===== src/rtl/arith_serial_harness_if.sv =====
`default_nettype none
// ============================================================================
// Module   : arith_serial_harness_if
// Brief    : Operand load, start/mode control and readout bus for
//            arith_serial_harness.
// Revision : 1.0 - initial release
// ============================================================================
interface arith_serial_harness_if #(
    parameter int LOG2_BYTES_IN = 3
);
    logic [7:0]               data_in;
    logic                     we;
    logic [LOG2_BYTES_IN-1:0] sel_in;
    logic                     start;
    logic [1:0]               mode;
    logic [LOG2_BYTES_IN-1:0] sel_out;
    logic [7:0]               data_out;
    logic                     busy;
    logic                     done;

    modport master (
        output data_in, we, sel_in, start, mode, sel_out,
        input  data_out, busy, done
    );

    modport slave (
        input  data_in, we, sel_in, start, mode, sel_out,
        output data_out, busy, done
    );
endinterface
`default_nettype wire


===== src/rtl/arith_serial_harness.sv =====
`default_nettype none
// ============================================================================
// Module   : arith_serial_harness
// Brief    : Digit-serial add/sub/nand/xor over two W-bit operands held in a
//            byte-addressable buffer, with byte readout of result and status.
// Revision : 1.0 - initial release
// ============================================================================
module arith_serial_harness #(
    parameter int LOG2_BYTES_IN = 3,
    parameter int LOG2_DIGIT    = 2
) (
    input  wire logic              clk,
    input  wire logic              rst,
    arith_serial_harness_if.slave  bus
);
    localparam int c_BYTES = 2 ** LOG2_BYTES_IN;
    localparam int c_W     = 4 * c_BYTES;
    localparam int c_D     = 2 ** LOG2_DIGIT;
    localparam int c_N     = c_W / c_D;
    localparam int c_CW    = (c_N > 1) ? $clog2(c_N) : 1;
    localparam int c_HALF  = c_BYTES / 2;

    localparam logic [c_CW-1:0]          c_LAST     = c_CW'(c_N - 1);
    localparam logic [c_CW-1:0]          c_CNT_ONE  = c_CW'(1);
    localparam logic [LOG2_BYTES_IN-1:0] c_STAT_IDX = LOG2_BYTES_IN'(c_HALF);

    localparam logic [1:0] c_MODE_ADD  = 2'b00;
    localparam logic [1:0] c_MODE_SUB  = 2'b01;
    localparam logic [1:0] c_MODE_NAND = 2'b10;

    typedef enum logic [1:0] {
        ST_IDLE = 2'd0,
        ST_RUN  = 2'd1,
        ST_DONE = 2'd2
    } state_t;

    state_t                   state_q, state_d;
    logic [c_BYTES-1:0][7:0]  ops_q,   ops_d;
    logic [c_W-1:0]           xs_q,    xs_d;
    logic [c_W-1:0]           ys_q,    ys_d;
    logic [c_W-1:0]           res_q,   res_d;
    logic                     carry_q, carry_d;
    logic                     cout_q,  cout_d;
    logic                     zero_q,  zero_d;
    logic [1:0]               mode_q,  mode_d;
    logic [c_CW-1:0]          cnt_q,   cnt_d;

    logic [2*c_W-1:0] w_ops_flat;
    logic [c_W-1:0]   w_x;
    logic [c_W-1:0]   w_y;
    logic [c_D-1:0]   w_dx;
    logic [c_D-1:0]   w_dy;
    logic [c_D:0]     w_sum;
    logic [c_D-1:0]   w_digit;
    logic             w_arith;
    logic             w_carry_next;
    logic [c_W-1:0]   w_res_next;
    logic             w_busy;
    logic [7:0]       w_data_out;

    // x occupies the low half of the byte buffer, y the high half.
    assign w_ops_flat = ops_q;
    assign w_x        = w_ops_flat[c_W-1:0];
    assign w_y        = w_ops_flat[2*c_W-1:c_W];

    assign w_arith = (mode_q == c_MODE_ADD) || (mode_q == c_MODE_SUB);
    assign w_dx    = xs_q[c_D-1:0];
    assign w_dy    = (mode_q == c_MODE_SUB) ? ~ys_q[c_D-1:0] : ys_q[c_D-1:0];
    assign w_sum   = {1'b0, w_dx} + {1'b0, w_dy} + {{c_D{1'b0}}, carry_q};

    always_comb begin
        w_digit = w_sum[c_D-1:0];
        if (mode_q == c_MODE_NAND) begin
            w_digit = ~(xs_q[c_D-1:0] & ys_q[c_D-1:0]);
        end else if (!w_arith) begin
            w_digit = xs_q[c_D-1:0] ^ ys_q[c_D-1:0];
        end
    end

    assign w_carry_next = w_arith ? w_sum[c_D] : carry_q;

    // New digit enters at the MSB end; after N digits the LSB digit has
    // travelled down to bit 0.
    assign w_res_next = (res_q >> c_D) | (c_W'(w_digit) << (c_W - c_D));

    always_comb begin
        state_d = state_q;
        ops_d   = ops_q;
        xs_d    = xs_q;
        ys_d    = ys_q;
        res_d   = res_q;
        carry_d = carry_q;
        cout_d  = cout_q;
        zero_d  = zero_q;
        mode_d  = mode_q;
        cnt_d   = cnt_q;

        case (state_q)
            ST_IDLE, ST_DONE: begin
                if (bus.start) begin
                    mode_d  = bus.mode;
                    xs_d    = w_x;
                    ys_d    = w_y;
                    res_d   = '0;
                    carry_d = (bus.mode == c_MODE_SUB);
                    cnt_d   = '0;
                    state_d = ST_RUN;
                end else if (bus.we) begin
                    ops_d[bus.sel_in] = bus.data_in;
                end
            end
            ST_RUN: begin
                xs_d    = xs_q >> c_D;
                ys_d    = ys_q >> c_D;
                res_d   = w_res_next;
                carry_d = w_carry_next;
                cnt_d   = cnt_q + c_CNT_ONE;
                if (cnt_q == c_LAST) begin
                    cnt_d   = '0;
                    cout_d  = w_arith ? w_carry_next : 1'b0;
                    zero_d  = (w_res_next == '0);
                    state_d = ST_DONE;
                end
            end
            default: begin
                state_d = ST_IDLE;
            end
        endcase
    end

    always_ff @(posedge clk) begin
        if (rst) begin
            state_q <= ST_IDLE;
            ops_q   <= '0;
            xs_q    <= '0;
            ys_q    <= '0;
            res_q   <= '0;
            carry_q <= 1'b0;
            cout_q  <= 1'b0;
            zero_q  <= 1'b0;
            mode_q  <= 2'b00;
            cnt_q   <= '0;
        end else begin
            state_q <= state_d;
            ops_q   <= ops_d;
            xs_q    <= xs_d;
            ys_q    <= ys_d;
            res_q   <= res_d;
            carry_q <= carry_d;
            cout_q  <= cout_d;
            zero_q  <= zero_d;
            mode_q  <= mode_d;
            cnt_q   <= cnt_d;
        end
    end

    assign w_busy = (state_q == ST_RUN);

    always_comb begin
        w_data_out = 8'h00;
        if (bus.sel_out < c_STAT_IDX) begin
            w_data_out = 8'(res_q >> {bus.sel_out, 3'b000});
        end else if (bus.sel_out == c_STAT_IDX) begin
            w_data_out = {5'b00000, w_busy, zero_q, cout_q};
        end
    end

    assign bus.data_out = w_data_out;
    assign bus.busy     = w_busy;
    assign bus.done     = (state_q == ST_DONE);
endmodule
`default_nettype wire


===== src/flat_wrapper.sv =====
// flat-port wrapper written by rule: the top's interface ports become plain ports
module arith_serial_harness_flat 
#(
    parameter int LOG2_BYTES_IN = 3,
    parameter int LOG2_DIGIT    = 2
)
  (clk, rst, bus_data_in, bus_we, bus_sel_in, bus_start, bus_mode, bus_sel_out, bus_data_out, bus_busy, bus_done);
  arith_serial_harness_if #(.LOG2_BYTES_IN(LOG2_BYTES_IN)) bus_i ();
  input  wire logic clk;
  input  wire logic rst;
  input wire logic [$bits(bus_i.data_in)-1:0] bus_data_in;
  input wire logic [$bits(bus_i.we)-1:0] bus_we;
  input wire logic [$bits(bus_i.sel_in)-1:0] bus_sel_in;
  input wire logic [$bits(bus_i.start)-1:0] bus_start;
  input wire logic [$bits(bus_i.mode)-1:0] bus_mode;
  input wire logic [$bits(bus_i.sel_out)-1:0] bus_sel_out;
  output wire logic [$bits(bus_i.data_out)-1:0] bus_data_out;
  output wire logic [$bits(bus_i.busy)-1:0] bus_busy;
  output wire logic [$bits(bus_i.done)-1:0] bus_done;
  assign bus_i.data_in = bus_data_in;
  assign bus_i.we = bus_we;
  assign bus_i.sel_in = bus_sel_in;
  assign bus_i.start = bus_start;
  assign bus_i.mode = bus_mode;
  assign bus_i.sel_out = bus_sel_out;
  assign bus_data_out = bus_i.data_out;
  assign bus_busy = bus_i.busy;
  assign bus_done = bus_i.done;
  arith_serial_harness #(.LOG2_BYTES_IN(LOG2_BYTES_IN), .LOG2_DIGIT(LOG2_DIGIT)) u_core (.clk(clk), .rst(rst), .bus(bus_i));
endmodule

===== config.mk =====
export PLATFORM = sky130hd
export DESIGN_NAME = arith_serial_harness_flat
export DESIGN_NICKNAME = d
export VERILOG_FILES = /design/src/rtl/arith_serial_harness_if.sv /design/src/rtl/arith_serial_harness.sv /design/src/flat_wrapper.sv
export SDC_FILE = /design/constraint.sdc
export NUM_CORES = 1
export LEC_CHECK = 0
export CAP_MARGIN = 25
export CORE_MARGIN = 4
export CORE_UTILIZATION = 34
export DETAILED_ROUTE_END_ITERATION = 10
export PLACE_DENSITY = 0.47
export SYNTH_ARGS = -nofsm -noshare
export SYNTH_HDL_FRONTEND = slang
export SYNTH_SLANG_ARGS = --single-unit

===== constraint.sdc =====
create_clock -name clk -period 3.2 [get_ports clk]
set_input_delay 0.32 -clock clk [delete_from_list [all_inputs] [get_ports clk]]
set_output_delay 0.32 -clock clk [all_outputs]
set_load 0.02 [all_outputs]

* After elaboration in Yosys (flattened, before gate mapping)
Cells that the tools add are included.
** Word-level totals
- Register bits :: 170
- Word-level logic and storage cells :: 75
- Output and inout port bits :: 10
- Bits of input ports :: 20
** Operators by class
- Mux-type cells :: 24
- Add/subtract/negate cells :: 3
- Shift-type cells :: 1
- Bitwise logic cells :: 6
- Equal/unequal tests :: 9
- $lt $le $gt $ge :: 3
- Reduce and logical (&&, ||, !) cells :: 12
** Operator list (count)
- $pmux 32 s2 :: 3
- $mux 32 :: 3
- $bwmux 64 :: 1
- $logic_not 32->1 :: 1
- $or 28x32->32 :: 1
- $shr 32x6->8 :: 1
- $demux 8 s3 :: 1
- $mux 8 :: 2
- $mux 4 :: 3
- $mux 3 :: 3
- $not 4->4 :: 2
- $reduce_and 2->1 :: 4
- $eq 2x1->1 const B :: 3
- $eq 3x3->1 const B :: 2
- $pmux 3 s2 :: 1
- $add 4x4->5 :: 1
- $add 5x1->5 :: 1
- $and 4x4->4 :: 1
- $eq 2x2->1 const B :: 2
- $logic_not 2->1 :: 2
- $lt 3x4->1 const B :: 1
- $mux 2 :: 2
- $pmux 2 s2 :: 1
- $xor 4x4->4 :: 1
- other kinds (13) :: 15

* Logic depth before layout (Yosys ltp)
Gate-level depths: netlist of run 1.
- Depth in word-level cells :: 8
- Mapped depth :: 10
- Gate-level depth less buffers :: 10

* Worst setup path after synthesis of run 1
Ideal clock, no wire load.
- Kind :: flip-flop to flip-flop
- Start point :: register u_core.mode_q[0]
- End point :: register u_core.zero_q
- Data arrival time :: 2.264 ns
- Setup slack :: 0.849 ns
- Cell stages (with the launch flop) :: 11
- Path buffers :: 1
- Data required time :: 3.113 ns
- Clock period less this slack :: 2.351 ns
- Cell sequence :: dfxtp_1 clkbuf_1 nand2_1 xnor2_1 fa_1 inv_1 fa_1 nor2b_1 o21ai_0 a2111o_1 o31ai_1
** On the way
- Word-level cells in the longest chain between the ends :: 8
** RTL lines
- start, declared :: line arith_serial_harness.sv:45 : logic [1:0] mode_q, mode_d;
- start signal, assigned :: line arith_serial_harness.sv:152 : mode_q <= mode_d;
- $eq 2x1->1 :: line arith_serial_harness.sv:66, arith_serial_harness.sv:68
- $mux 4 :: line arith_serial_harness.sv:68 : assign w_dy = (mode_q == c_MODE_SUB) ? ~ys_q[c_D-1:0] : ys_q[c_D-1:0];
- $add 4x4->5 :: line arith_serial_harness.sv:69 : assign w_sum = {1'b0, w_dx} + {1'b0, w_dy} + {{c_D{1'b0}}, carry_q};
- $add 5x1->5 :: line arith_serial_harness.sv:69
- $mux 4 :: line arith_serial_harness.sv:75 : end else if (!w_arith) begin
- $mux 4 (*) :: line arith_serial_harness.sv:73 : if (mode_q == c_MODE_NAND) begin
- $or 28x32->32 (*) :: line arith_serial_harness.sv:84 : assign w_res_next = (res_q >> c_D) | (c_W'(w_digit) << (c_W - c_D));
- $logic_not 32->1 (*) :: line arith_serial_harness.sv:121 : zero_d = (w_res_next == '0);
- end signal, assigned :: line arith_serial_harness.sv:151 : zero_q <= zero_d;
- end, declared :: line arith_serial_harness.sv:44 : logic zero_q, zero_d;
Every way passes the cells marked *; elsewhere a longest branch is shown, timed or not.
A chain may end at the register's enable or synchronous reset.

* Worst setup path after layout of run 1
- Start point :: input port bus_sel_out[0]
- End point :: output port bus_data_out[5]
** On the way
- Word-level cells in the longest chain between the ends :: 2
** RTL lines
- start, declared :: line flat_wrapper.sv:16 : input wire logic [$bits(bus_i.sel_out)-1:0] bus_sel_out;
- $shr 32x6->8 / $lt 3x3->1 (equally long branches) :: line arith_serial_harness.sv:162, arith_serial_harness.sv:161
- $mux 8 (*) :: line arith_serial_harness.sv:161 : if (bus.sel_out < c_STAT_IDX) begin
- end, declared :: line flat_wrapper.sv:17 : output wire logic [$bits(bus_i.data_out)-1:0] bus_data_out;
Marks and branches as above.

==> results.md, run 1 <==
* Post-synth EDFFs at 0
* Cell Count, Final, Fillers Out at 1131
* Clk_lat worst skew at 0.43 ns
* Total Wirelength at 18700 µm
* Final Setup Violations at 0
* Initial antenna violation count at 0
* P_leak at 0.00280 µW
* Ports at 30
* CTS Hold Bufs at 0
* Vias/cell at 5.34
* Outcome: completed
* First-pass GRT wire length at 31000 µm
* Number of H-tree levels at 4
* CTS buffer count at 17
* Layout area overhead at 13.9%
* Mapped Nets at 897
* All-Layer GR Usage at 16.0%
* Core Rows at 52
* Starting density of the core at 35.1%
* Clock sinks at 170
* Dpl hpwl at 11500 µm
* PortBufs at 29
* Root Driver: clkbuf_16
* Kind of critical path: in2out
* Post-synth top cells: nand2_1, dfxtp_1, nor2_1, a21oi_1, a311oi_1
* Top cell type's share of synthesized area at 47.3%
* RSZ-0062 raised after global routing: no
* Synth cell types at 42
* Yosys warns at 0
* Ant diodes at 0
* TritonCTS clock tree: built
* Leading area contributor after synthesis: dfxtp_1
* Setup total negative slack at 0 ns
* Initial DRC count at 297
* Die width at 153 µm
* Hold Crit Class: reg2reg
* Via Count at 6035
* Grt total ovfl at 0
* Setup bufs post-CTS at 0
* Highest Clock Rate at 0.359 GHz
* Die height at 153 µm
* Power Density at 579 nW/µm²
* Maximum clock insertion buffer count at 2
* Crit path time final at 2.78 ns
* Final hold viol count at 0
* Max Slew Vio Count at 0
* Vias in the first global route at 5914
* Multi-input logic area at 3440 µm²
* Crit Path Max Fanout at 12
* Count leader, synth: nand2_1
* Design Area, Final at 8190 µm²
* Post-Syn Area at 7190 µm²
* Dpl cell area at 7610 µm²
* Post-placement cell count at 1099
* Seq/Total Area, Yosys at 47.3%
* GPL Wtd Cong at 0.800
* Post-synthesis register bit count at 170
* Mapped Cells at 866
* Fin Hold WS at 0.455 ns
* Fin crit share at 87.0%
* DR WL/cell at 16.5 µm
* Layout cell share with drive strength beyond 1 at 6.85%
* Crit path arrival time at 2.46 ns
* Reg clk slew, reported paths at 0.06 ns
* Worst Setup End Kind: output port
* VDD IR max at 0.334 mV
* CTS resizes at 0
* Register area at 3400 µm²
* Critical Path Source Type: primary input
* Max cap viols at 0
* Fill cells at 2080
* Core Area at 20500 µm²
* Die ar. at 23500 µm²
* DR pass1 iterations at 5
* Least-Margin Pin Slew at 0.954 ns
* Mean Syn Cell Area at 8.30 µm²
* R2R setup slack at 0.50 ns
* Critical Path RT at 2.88 ns
* Largest cells by area after synthesis: dfxtp_1, nand2_1, a311oi_1, nor2_1, a22oi_1
* Final Net Count at 879
* Largest net degree at the start of global routing at 94
* Clock skew at 0.0148 ns
* Routed Antenna Nets at 0
* Post-synth ARST share at 0%
* DR DRC count at 0
* Synth Flop Type: dfxtp_1
* Worst slew margin at 36.4%
## placed cells by master, fill, tap and decap left out, types with 4 or more instances in the layout
cell type | synthesis | final
o21ai_0 | 6 | 6
a22oi_1 | 40 | 40
buf_4 | 2 | 12
nand2_1 | 180 | 180
a21oi_1 | 57 | 57
ha_1 | 9 | 9
inv_6 | 0 | 4
nor4_1 | 6 | 6
nor2_1 | 127 | 126
nor2b_1 | 15 | 15
mux4_2 | 5 | 5
xnor2_1 | 4 | 4
clkbuf_16 | 0 | 17
a311oi_1 | 56 | 56
mux2i_1 | 22 | 22
inv_1 | 4 | 4
clkdlybuf4s50_1 | 0 | 28
nand3_1 | 48 | 48
dfxtp_1 | 170 | 170
## through the flow
step | total power [µW] | util, % | setup slack [ns]
6_report | 4740 | 40.0 | 0.417
5_1_grt | 4960 | 40.0 | 0.303
4_1_cts | 4800 | 40.0 | 0.386
3_5_place_dp | 2760 | 37.1 | 0.390
3_3_place_gp | 2750 | 37.1 | 0.460
2_1_floorplan | 2610 | - | 0.849
## metal layers
| layer | vias up | wire length (µm) | GRT usage (%) |
|---|---|---|---|
| li1 | 2981 | - | - |
| met1 | 2903 | 8840 | 21.4 |
| met2 | 121 | 8630 | 25.4 |
| met3 | 30 | 766 | 4.21 |
| met4 | 0 | 417 | 5.21 |
| met5 | - | 0 | 0 |
## kinds of logic after synthesis
logic type	share of synthesized area (%)
and+or+nand+nor	23.5
AOI/OAI and AO/OA	16.9
DFF	47.3
buffers and inverters	5.04
muxes	4.63
adders and majority gates	2.12
xor gates and xnor gates	0.487
## worst paths after layout
path                                        from               to  depth (start not counted)
worst max-delay path              bus_sel_out[0]  bus_data_out[5]                          4
worst min-delay path             u_core.ops_q[4]  u_core.ops_q[4]                          2
worst max register to register  u_core.mode_q[1]    u_core.zero_q                         10
worst min register to register   u_core.ops_q[4]  u_core.ops_q[4]                          2
## power breakdown
group / switching [µW] / internal (µW) / total (µW)
clock: 916 / 1120 / 2040
sequential: 51.6 / 2190 / 2240
combinational: 307 / 160 / 467
total: 1270 / 3470 / 4740
## state kept, by name, indices dropped and copies added (netlist names)
signal	cells
u_core.ys_q	32
u_core.ops_q	64
u_core.cnt_q	3
u_core.cout_q	1
u_core.carry_q	1
u_core.xs_q	32
u_core.state_q	2
u_core.zero_q	1
u_core.mode_q	2
u_core.res_q	32
## critical path: stages
cell and delay [ns]:
clkdlybuf4s50_1 0.86, mux4_2 0.59, nor2b_1 0.15, clkdlybuf4s50_1 0.55
## final cells by class
type | instances | share of cell area, %
clock buffer | 20 | 5.45
sequential | 170 | 41.6
clock inverter | 12 | 1.65
tap | 270 | 4.12
multi-input combinational | 612 | 42.0
inverter | 5 | 0.229
timing repair buffer | 42 | 5.01
Power figures use the tool's default switching activity.
==> run 2: changes to the inputs <==
--- a/config.mk
+++ b/config.mk
@@ -6,7 +6,6 @@
 export NUM_CORES = 1
 export LEC_CHECK = 0
 export CAP_MARGIN = 25
-export CORE_MARGIN = 4
 export CORE_UTILIZATION = 34
 export DETAILED_ROUTE_END_ITERATION = 10
 export PLACE_DENSITY = 0.47
==> run 2 against run 1 <==
Compared with the run above:
- global-route usage increased by 2.0 points
- final area is 0.14% higher
- fmax about the same
- clock skew is 0.0027 ns lower
- die area shrank 7.7%
- critical path type unchanged
==> results.md, run 2 (same netlist as run 1, synthesis figures left out) <==
* Post-placement cell count at 1100
* Vias/cell at 5.32
* Fin crit share at 87.0%
* Sw power at 1290 µW
* All-Layer GR Usage at 18.0%
* TritonCTS clock tree: built
* Final Net Count at 880
* Dpl hpwl at 11500 µm
* Fill cells at 2060
* Crit path arrival time at 2.46 ns
* Setup bufs post-CTS at 0
* Vias in the first global route at 5818
* Max cap viols at 0
* Max Slew Vio Count at 0
* CP Cell Sequence: clkdlybuf4s50_1 -> mux4_2 -> nor2b_1 -> clkdlybuf4s50_1
* Layout area overhead at 14.0%
* Highest Clock Rate at 0.359 GHz
* Clock sinks at 170
* Met2 GRT Util at 29.6%
* Grt met1 use at 23.5%
* Multi-input logic area at 3440 µm²
* First-pass GRT wire length at 30700 µm
* Total Wirelength at 18700 µm
* R2R cell count at 10
* Critical path's most frequent cell: clkdlybuf4s50_1
* Top Usage Layer GRT: met2
* GPL Wtd Cong at 0.815
* Root Driver: clkbuf_16
* Cell Count, Final, Fillers Out at 1132
* Initial antenna violation count at 0
* Clk_lat worst skew at 0.43 ns
* Setup total negative slack at 0 ns
* Power Total at 4740 µW
* Die ar. at 21700 µm²
* Reg clk slew, reported paths at 0.07 ns
* M3 GR Usage at 3.52%
* Reg power frac at 47.2%
* Fin util at 40.0%
* Core Area at 20500 µm²
* Critical path's slowest cell: clkdlybuf4s50_1
* Design Area, Final at 8200 µm²
* Biggest register: u_core.ops_q
* Layout cell share with drive strength beyond 1 at 7.19%
* Least-Margin Pin Slew at 0.733 ns
* Hold Crit Class: in2reg
* Maximum clock insertion buffer count at 2
* CTS Hold Bufs at 0
* Largest net degree at the start of global routing at 142
* P_leak at 0.00280 µW
* Final Setup Violations at 0
* Worst slew margin at 51.1%
* Depth of the worst hold-timing path at 2
* Clock Power Share at 42.9%
* Initial DRC count at 445
* Outcome: completed
* Core Rows at 52
* Ports at 30
* Die height at 147 µm
* Grt total ovfl at 0
* Via Count at 6023
* DR WL/cell at 16.5 µm
* CTS buffer count at 17
* Crit Path Max Fanout at 12
* DR DRC count at 0
* DR pass1 iterations at 5
* Gate power share at 10.0%
* Starting density of the core at 35.1%
* Register area at 3400 µm²
* Critical Path Source Type: primary input
* Dpl cell area at 7620 µm²
* PortBufs at 29
* Max reg flops at 64
* Commonest cells after routing, fill and taps aside: nand2_1, dfxtp_1, nor2_1
* Internal power at 3450 µW
* Final hold viol count at 0
* Power Density at 578 nW/µm²
* Sw frac at 27.2%
* Die width at 147 µm
* Clock skew at 0.0120 ns
* Number of H-tree levels at 4
* Max incr delay on CP at 0.86 ns
* CTS resizes at 0
* Crit path time final at 2.78 ns
* Most common cell after layout, fill and taps aside: nand2_1
* Routed Antenna Nets at 0
* VDD IR max at 0.323 mV
* Ant diodes at 0
* Critical Path RT at 2.88 ns
* Worst Setup End Kind: output port
* Kind of critical path: in2out
* RSZ-0062 raised after global routing: no
## run 2: cell count changes in the layout (fill, tap and decap cells not counted), sizes merged
| cell | delta |
|---|---|
| inv | -1 |
| clkinvlp | +3 |
| clkinv | -2 |
| bufinv | -1 |
| buf | +1 |
| clkbuf | +1 |
## run 2: final cells by class
cell class / instances / share of cell area (%)
clock buffers: 21 / 5.86
clock inverters: 11 / 1.28
well taps: 270 / 4.12
flip-flops and latches: 170 / 41.5
multi-input cells: 612 / 41.9
repair buffers: 43 / 5.10
inverters: 5 / 0.229
## run 2: final timing paths
kind / end / slack [ns] / from
hold reg to reg: u_core.ops_q[2] / 0.46 / u_core.ops_q[2]
setup / recovery: bus_data_out[5] / 0.42 / bus_sel_out[0]
hold / removal: u_core.res_q[0] / 0.27 / rst
setup reg to reg: u_core.zero_q / 0.44 / u_core.mode_q[1]
## run 2: metrics by stage
step,hold WS [ns],setup WS [ns]
floorplan,0.432,0.849
global placement,0.442,0.464
detailed placement,0.448,0.400
CTS,0.264,0.395
global route,0.276,0.216
finish,0.271,0.417
## run 2: worst max-delay path: cells and delay by family
kind / cells / cell delay, ns
buf+inv: 2 / 1.41
simple gates: 1 / 0.15
mux: 1 / 0.58
## run 2: layer usage
layer | vias up | wire length [µm]
met5 | - | 0
met1 | 2873 | 8880
met2 | 133 | 8810
met4 | 0 | 328
met3 | 22 | 667
li1 | 2995 | -
## run 2: power groups by stage
stage | Sequential (µW) | Combinational (µW) | Clock, µW
after floorplan | 2270 | 342 | 0
after global placement | 2290 | 464 | 0
after detailed placement | 2290 | 475 | 0
after CTS | 2240 | 478 | 2090
after global routing | 2250 | 530 | 2180
final | 2240 | 472 | 2030
